==> config.mk <==
export PLATFORM = sky130hd
export DESIGN_NAME = ckegen_multi
export DESIGN_NICKNAME = d
export VERILOG_FILES = /design/src/rtl/ckegen_multi.sv
export SDC_FILE = /design/constraint.sdc
export NUM_CORES = 1
export LEC_CHECK = 0
export ABC_AREA = 1
export ABC_CLOCK_PERIOD_IN_PS = 2000
export BUFFER_PORTS_ARGS = -buffer_cell sky130_fd_sc_hd__buf_2
export CAP_MARGIN = 5
export CORE_ASPECT_RATIO = 0.7
export CORE_MARGIN = 2
export CORE_UTILIZATION = 60
export DETAILED_ROUTE_END_ITERATION = 6
export PLACE_DENSITY = 0.77
export REMOVE_ABC_BUFFERS = 1
export SYNTH_ARGS = -nofsm -noshare
export SYNTH_HDL_FRONTEND = slang
export SYNTH_SLANG_ARGS = --single-unit
==> constraint.sdc <==
create_clock -name clk -period 2 [get_ports clk]
set_input_delay 0.3 -clock clk [delete_from_list [all_inputs] [get_ports clk]]
set_output_delay 0.3 -clock clk [all_outputs]
set_load 0.05 [all_outputs]
==> src/rtl/ckegen_multi.sv <==
// ckegen_multi: multi-channel programmable clock-enable generator with periodic and
// retriggerable one-shot modes. Define CKEGEN_CASCADE_EN to chain channels as a prescaler cascade.
module ckegen_multi #(
    parameter int CHANNELS  = 4,
    parameter int WIDTH     = 26,
    parameter int DEFAULT_T = 50000000
) (
    input  logic                                              clk,
    input  logic                                              rst_,
    input  logic                                              ena,
    input  logic                                              wr_en,
    input  logic [((CHANNELS > 1) ? $clog2(CHANNELS) : 1)-1:0] wr_ch,
    input  logic [WIDTH-1:0]                                  wr_period,
    input  logic                                              wr_oneshot,
    input  logic [CHANNELS-1:0]                               start,
    output logic [CHANNELS-1:0]                               cke,
    output logic [CHANNELS-1:0]                               busy,
    output logic [2*CHANNELS-1:0]                             dbg_state
);

    // RUN is periodic mode; IDLE/ARMED are the two one-shot states, so the mode is implied by the state.
    typedef enum logic [1:0] {
        ST_RUN   = 2'd0,
        ST_IDLE  = 2'd1,
        ST_ARMED = 2'd2
    } state_t;

    localparam logic [WIDTH-1:0] DEF_PERIOD = WIDTH'(DEFAULT_T);
    localparam logic [WIDTH-1:0] DEF_RELOAD = WIDTH'(DEFAULT_T - 1);

    state_t             state_q  [CHANNELS];
    state_t             state_d  [CHANNELS];
    logic [WIDTH-1:0]   period_q [CHANNELS];
    logic [WIDTH-1:0]   period_d [CHANNELS];
    logic [WIDTH-1:0]   cnt_q    [CHANNELS];
    logic [WIDTH-1:0]   cnt_d    [CHANNELS];
    logic [CHANNELS-1:0] cke_q;
    logic [CHANNELS-1:0] cke_d;
    logic [CHANNELS-1:0] cnt_en;
    logic [CHANNELS-1:0] wr_hit;

    // A period of zero behaves as a period of one.
    function automatic logic [WIDTH-1:0] reload_of(input logic [WIDTH-1:0] p);
        return (p == '0) ? '0 : (p - WIDTH'(1));
    endfunction

    always_comb begin
        cnt_en = {CHANNELS{ena}};
`ifdef CKEGEN_CASCADE_EN
        for (int i = 1; i < CHANNELS; i++) begin
            cnt_en[i] = ena && cke_q[i-1];
        end
`endif
    end

    always_comb begin
        cke_d  = '0;
        wr_hit = '0;
        for (int i = 0; i < CHANNELS; i++) begin
            period_d[i] = period_q[i];
            cnt_d[i]    = cnt_q[i];
            state_d[i]  = state_q[i];
            wr_hit[i]   = wr_en && (32'(wr_ch) == 32'(i));

            if (wr_hit[i]) begin
                period_d[i] = wr_period;
                cnt_d[i]    = reload_of(wr_period);
                state_d[i]  = wr_oneshot ? ST_IDLE : ST_RUN;
            end else if (start[i]) begin
                cnt_d[i] = reload_of(period_q[i]);
                if (state_q[i] != ST_RUN) begin
                    state_d[i] = ST_ARMED;
                end
            end else if (cnt_en[i] && (state_q[i] != ST_IDLE)) begin
                if (cnt_q[i] != '0) begin
                    cnt_d[i] = cnt_q[i] - WIDTH'(1);
                end else begin
                    cnt_d[i] = reload_of(period_q[i]);
                    cke_d[i] = 1'b1;
                    if (state_q[i] == ST_ARMED) begin
                        state_d[i] = ST_IDLE;
                    end
                end
            end
        end
    end

    always_ff @(posedge clk or negedge rst_) begin
        if (!rst_) begin
            cke_q <= '0;
            for (int i = 0; i < CHANNELS; i++) begin
                state_q[i]  <= ST_RUN;
                period_q[i] <= DEF_PERIOD;
                cnt_q[i]    <= DEF_RELOAD;
            end
        end else begin
            cke_q <= cke_d;
            for (int i = 0; i < CHANNELS; i++) begin
                state_q[i]  <= state_d[i];
                period_q[i] <= period_d[i];
                cnt_q[i]    <= cnt_d[i];
            end
        end
    end

    always_comb begin
        busy      = '0;
        dbg_state = '0;
        for (int i = 0; i < CHANNELS; i++) begin
            busy[i]            = (state_q[i] == ST_ARMED);
            dbg_state[2*i +: 2] = state_q[i];
        end
    end

    assign cke = cke_q;

endmodule
==> results of run 1 <==
-- final timing paths --
check	endpoint	slack, ns	cells past startpoint
max	cnt_q[36]$_DFFE_PN0N_	-0.03	12
min	dbg_state[7]$_DFFE_PN0P_	0.18	3
max reg2reg	cnt_q[36]$_DFFE_PN0N_	-0.03	12
min reg2reg	cnt_q[26]$_DFFE_PN1N_	0.48	2
max in group asynchronous	cnt_q[101]$_DFFE_PN1N_	1.09	3
min in group asynchronous	cnt_q[42]$_DFFE_PN0N_	0.19	2
-- flip-flops by register name, indices dropped and copies added (netlist names) --
register / count
dbg_state: 8
cke: 4
period_q: 104
cnt_q: 104
-- timing repair --
item / 4_1_cts / 5_1_grt
resized for setup: 21 / 212
pin swaps: 6 / 67
endpoints found under the hold margin: 105 / 0
setup buffers: 4 / 27
endpoints found under the setup margin: 43 / 107
gates cloned: 0 / 0
hold buffers: 1 / 0
-- metal layers --
layer	track usage (%)	share of wire [%]	vias to the layer above	wire length, µm
li1	-	-	9129	-
met1	62.7	38	9423	26700
met2	65.8	41	1551	28800
met3	15.8	16	321	11000
met4	15.3	5.0	2	3500
met5	0	0.010	-	7
-- logic make-up (layout without fill, tap and decap cells) --
kind of cell	count (synthesis)	after routing
xor gates and xnor gates	145	145
adders and majority gates	10	10
and+or+nand+nor	1653	1653
DFF	220	220
AOI/OAI and AO/OA	312	312
buffers and inverters	310	660
-- area by class of cell --
class / instances / area (µm²)
multi-input cells: 2120 / 10800
fillers: 2115 / 6390
flip-flops and latches: 220 / 5670
repair buffers: 370 / 2820
inverters: 246 / 937
clock buffers: 29 / 661
well taps: 371 / 464
clock inverters: 15 / 135
-- cell usage in the layout (no fill, tap or decap), types with 78 or more instances in the layout --
cell	count
nand2_1	692
nor2_1	440
buf_4	303
inv_1	212
nand3_1	210
o21ai_0	166
dfstp_2	120
xor2_1	97
dfrtp_1	90
a21oi_1	85
nor2_2	78
-- synthesized netlist by cell type, types with 38 or more instances --
cell        n  area (µm²)
nand2_1   730        2740
nor2_1    515        1930
inv_1     228         856
nand3_1   220        1100
o21ai_0   179         896
dfstp_2   120        3150
dfrtp_1   100        2500
xor2_1     97         850
a21oi_1    94         470
nand4_1    50         313
xnor2_1    48         420
clkbuf_1   38         143
-- stage by stage --
stage | hold slack (ns) | setup TNS (ns)
2_1_floorplan | 0.00441 | -21.45
3_3_place_gp | 0.182 | -4.27
3_5_place_dp | 0.186 | -7.85
4_1_cts | 0.176 | 0
5_1_grt | 0.200 | -1.77
6_report | 0.176 | -0.0480
-- where the power goes --
group          internal, mW  switching (mW)  leakage [nW]
Combinational          3.54            5.98          7.40
Clock                  2.52            2.15         0.366
Sequential             6.17            1.65          2.49
Total                  12.2            9.78          10.3
-- critical path: cells and delay by family (launching register included) --
kind          cells  cell delay, ns
simple gates     11            1.23
flops             1            0.44
buf+inv           1            0.23
==> results.md, run 1 <==
- Outcome: finished, violations left
- Failing checks: DRC, setup timing
- Critical R2R Launch: cnt_q[33]$_DFFE_PN0N_
- CTS max path bufs: 3
- Syn Inst Count: between 2,000 and 3,000
- Detail Route Antenna Nets: 0
- Largest net degree at the start of global routing: 61
- First-pass GRT wire length: around 100,000 µm
- Rows: 51
- Layout cells sized above 1: 27.2%
- Mux cell area share after synthesis: 0%
- Syn-to-layout area delta: 26.3%
- Final Max Tran Viols: 0
- Global Route Usage Sum: between 40% and 50%
- CTS Root Cell: clkbuf_16
- Max Clk Rate: 493 MHz
- CTS Buf Count: 24
- Die Y: between 100 and 150 µm
- I/O pin count: 53
- TritonCTS Sinks: 220
- Adder-cell share of the synthesized area: 0.735%
- Crit path top cell by count: nand2_1
- Worst Setup Start Kind: flip-flop
- Placed Cells: 3,295
- CTS tree: done
- Ys flop type: dfstp_2
- Critical Path AT: around 2.5 ns
- EDFF count, synth: 0
- Width of the die: between 200 and 250 µm
- Final setup fails: 3
- CTS clock-pin slew for the worst setup and hold paths: 0.07 ns
- Ys async rst share: 100%
- RSZ-0062 raised after global routing: true
- Final hold violation count: 0
- H-Tree Depth: 1
- Pre-CTS WS: -0.315 ns
- Setup crit end kind: flip-flop
- PortBufs: 52
- Avg Synthesized Cell Area: 6.42 µm²
- Iter 0 DRT Violations: between 3,000 and 4,000
- Tmin final: between 2 and 2.5 ns
- Cells along the critical path: nor2_2 -> nand2_2 -> nor2_8 -> nand3_4 -> nor2_4 -> nand3_4 -> nand2_4 -> clkinvlp_4 -> nand2_1 -> nand3_2 -> nand2_1 -> nand2_1
- Sequential-to-total area share from yosys stat: approximately a third
- Final design utilization: 77.1%
- Hold Startpoint: start[3]
- Critical path peak fanout: 8
- Wirelength per Cell: approximately 21 µm
- Via/cell ratio: 6.06
- Final setup margin: -0.0287 ns
- Initial Util: 61.0%
- CP peak stage delay: about 0.44 ns
- Synth Area in Simple Gates: 42.0%
- # diodes: 0
- Critical path class: flip-flop to flip-flop
- Hold Crit Class: primary input to flip-flop
- CP max-delay cell: dfrtp_1
- Yosys reg bits: 220
- Design Area, Final: roughly 21,000 µm²
- Vias in the first global route: ~19,000
- Relative slew slack: 55.9%
- DR pass1 iterations: 7
- Final period utilization: 101%
- # Max-Cap Violations: 0
- Non-filler cells, final: 3,371
- Syn. warnings: 0
- Compound-gate portion of the synthesized area: approximately a tenth
- Routability cong.: roughly 1.2
- WP data required: 2.46 ns
- Peak supply drop: 0.000851 V
- Placed Instance Area: a little under 20,000 µm²
- Routed vias: 20,400
- Unique masters post-synth: 48
- Residual DRC: 9
- Die area: roughly 30,000 µm²
- Initial antenna violation count: 2
- Skew final: ~0.016 ns
- Worst slew pin tran: ~0.66 ns
- Leakage: roughly 10 nW
- Clock latency on the worst-skew pair: around 0.57 ns
- Layout net count: approximately 3,000
- Critical Path Start: cnt_q[33]$_DFFE_PN0N_
- Core area: ~28,000 µm²
- Total Wirelength: between 70,000 and 80,000 µm
- Largest family of logic cells by synthesized area: simple AND/OR/NAND/NOR gates
- Synthesized area: 17,000 µm²
- Xor/xnor share of the synthesized area: approximately 7.5%
- Dpl hpwl: 53,200 µm
- Pwr/cell area: between 1000 and 1500 nW/µm²
- Total power: around 22 mW
- Grt total ovfl: 0
(Power assumes the default switching activity.)
==> run 2, diff against run 1 <==
CTS_BUF_LIST = sky130_fd_sc_hd__clkbuf_8   (was not set)
PLACE_DENSITY = not set   (was 0.77)
PLACE_DENSITY_LB_ADDON = 0.3   (was not set)
SLEW_MARGIN = 5   (was not set)
==> run 2 against run 1 <==
- sequential share of layout area grew 0.17 points
- combinational power barely moved
- final area decreased by 0.79%
- via count shrank 1.4%
- largest cell class unchanged
- the run ends with setup timing left
- core utilization decreased by 0.61 points
- routed wire length fell by 2.3%
- global-route usage is 1.1 points lower
- non-clock buffer count shrank 7
- clock power about the same
- clock skew grew 0.020 ns
- die area did not move
==> results.md, run 2 (same netlist as run 1, synthesis figures left out) <==
- Outcome: finished, violations left
- Failing checks: setup timing
- Width of the die: 205 µm (unchanged)
- Detail Route Antenna Nets: 0 (unchanged)
- Iter 0 DRT Violations: 2,892 (-13%)
- Layout cells sized above 1: 25.9% (-1.3 points)
- DR pass1 iterations: 6 (-1)
- Most frequent cells in the layout: nand2_1 (698), nor2_1 (459), buf_4 (296)
- Dpl hpwl: 52,300 µm (-1.6%)
- Vias in the first global route: 18,200 (-1.6%)
- Final design utilization: 76.5% (-0.61 points)
- CTS max path bufs: 3 (unchanged)
- Residual DRC: 0 (-9)
- Critical path peak fanout: 8 (unchanged)
- Routed vias: 20,100 (-1.4%)
- Global Route Usage Sum: 44.2% (-1.1 points)
- Final setup margin: -0.137 ns (-0.108 ns)
- Max Clk Rate: 468 MHz (-5.1%)
- Peak supply drop: 0.000886 V (+4.0%)
- RSZ-0062 raised after global routing: true
- Routability cong.: 1.14 (-1.2%)
- Largest net degree at the start of global routing: 67 (+9.8%)
- Worst Setup Start Kind: flip-flop
- Initial antenna violation count: 5 (+3)
- Final setup fails: 18 (+15)
- Cells along the critical path: inv_2 -> ha_4 -> nand2_8 -> nor2_8 -> nand3_4 -> nor2_4 -> nand3_4 -> nand2_4 -> clkinvlp_4 -> nand2_2 -> nand3_2 -> nand2_1 -> nand2_1
- Syn-to-layout area delta: 25.3%
- Layout net count: 3,035 (+0.20%)
- Commonest non-fill, non-tap cell in the layout: nand2_1
- H-Tree Depth: 2 (+1)
- Rows: 51 (unchanged)
- Total Wirelength: 68,500 µm (-2.3%)
- # Max-Cap Violations: 0 (unchanged)
- Tmin final: 2.14 ns (+0.108 ns)
- Clock latency on the worst-skew pair: 0.58 ns (about the same)
- Pre-CTS WS: -0.341 ns (-0.0264 ns)
- Worst slew pin tran: 0.623 ns (-0.0381 ns)
- WP data required: 2.46 ns (about the same)
- PortBufs: 52 (unchanged)
- Core area: 27,900 µm² (unchanged)
- Setup crit end kind: flip-flop
- M2 GR Usage: 61.3% (-4.6 points)
- CTS Root Cell: clkbuf_8
- Critical Path AT: 2.60 ns (+0.11 ns)
- TritonCTS Sinks: 220 (unchanged)
- First-pass GRT wire length: 101,000 µm (-2.9%)
- Met1 global-route usage: 61.7% (-0.94 points)
- Final period utilization: 107% (+5.4 points)
- # fillers: 2,152 (+1.7%)
- Leakage: 10.3 nW (+0.37%)
- CP peak stage delay: 0.38 ns (-0.06 ns)
- Skew final: 0.0356 ns (+0.0197 ns)
- CP max-delay cell: dfstp_2
- Wirelength per Cell: 20.2 µm (-2.8%)
- Critical path class: flip-flop to flip-flop
- Placed Cells: 3,288 (-0.21%)
- Final hold violation count: 0 (unchanged)
- Global Route met3 Usage: 17.7% (+1.9 points)
- Initial Util: 61.0% (unchanged)
- CTS Buf Count: 37 (+54%)
- Hold Crit Class: primary input to flip-flop
- I/O pin count: 53 (unchanged)
- Die Y: 145 µm (unchanged)
- Pwr/cell area: 1030 nW/µm² (+0.29%)
- CTS tree: done
- Grt total ovfl: 0 (unchanged)
- Final Max Tran Viols: 0 (unchanged)
- Die area: 29,800 µm² (unchanged)
- CTS clock-pin slew for the worst setup and hold paths: 0.08 ns (about the same)
- Relative slew slack: 58.3% (+2.4 points)
- Most used routing layer: met1
- Via/cell ratio: 5.94 (-1.9%)
- Non-filler cells, final: 3,389 (+0.53%)
-- run 2: cell types whose count changed in the layout (fill, tap and decap cells not counted), sizes merged --
cell / delta
inv: +5
clkbuf: +16
diode: +1
buf: -7
bufinv: +3
clkinv: +7
clkinvlp: -7
-- run 2: metrics by stage --
step / power [mW] / hold WS [ns] / setup TNS [ns] / instance area [µm²]
after global routing: 23.0 / 0.169 / -3.35 / 21300
after global placement: 15.8 / 0.216 / -6.52 / 19700
after CTS: 20.7 / 0.113 / 0 / 20500
after floorplan: 12.7 / 0.00441 / -21.45 / 16700
after detailed placement: 16.0 / 0.225 / -7.48 / 19700
final: 21.9 / 0.127 / -0.857 / 21300
-- run 2: repair_timing --
action	4_1_cts	5_1_grt
resized for setup	18	162
setup endpoints to repair	24	100
hold buffers	1	0
endpoints found under the hold margin	42	0
pin swaps	2	61
setup buffers	0	31
-- run 2: per-layer routing --
metal	part of all wire, %	vias to the layer above
li1	-	9159
met1	39	9224
met3	16	280
met4	4.8	4
met5	0.039	-
met2	40	1474
-- run 2: area by class of cell --
cell class / count / area (µm²) / area share [%]
diodes: 1 / 2.50 / 0.0117
clock inverters: 23 / 206 / 0.968
flip-flops and latches: 220 / 5660 / 26.5
well taps: 371 / 464 / 2.18
clock buffers: 45 / 619 / 2.90
multi-input cells: 2120 / 10700 / 50.1
repair buffers: 363 / 2750 / 12.9
inverters: 246 / 932 / 4.37
-- run 2: power breakdown --
group	switching [mW]	leakage [nW]	internal, mW
sequential	1.58	2.50	6.16
combinational	5.90	7.33	3.59
clock	2.09	0.463	2.57
total	9.57	10.3	12.3
-- run 2: worst paths after layout --
check	endpoint	slack, ns	cells past startpoint	start
max in group asynchronous	period_q[101]$_DFFE_PN1P_	1.02	3	rst_
worst min register to register	cnt_q[27]$_DFFE_PN1N_	0.48	2	cnt_q[27]$_DFFE_PN1N_
min in group asynchronous	dbg_state[5]$_DFFE_PN0P_	0.22	2	rst_
worst max register to register	cnt_q[34]$_DFFE_PN0N_	-0.14	13	cnt_q[26]$_DFFE_PN1N_
worst max-delay path	cnt_q[34]$_DFFE_PN0N_	-0.14	13	cnt_q[26]$_DFFE_PN1N_
worst min-delay path	period_q[78]$_DFFE_PN0P_	0.13	3	wr_period[0]
-- run 2: worst max-delay path: cells and delay by family (launching register included) --
family / cells / cell delay [ns]
adders and majority gates: 1 / 0.17
buffers and inverters: 2 / 0.34
DFF: 1 / 0.38
and+or+nand+nor: 10 / 1.11
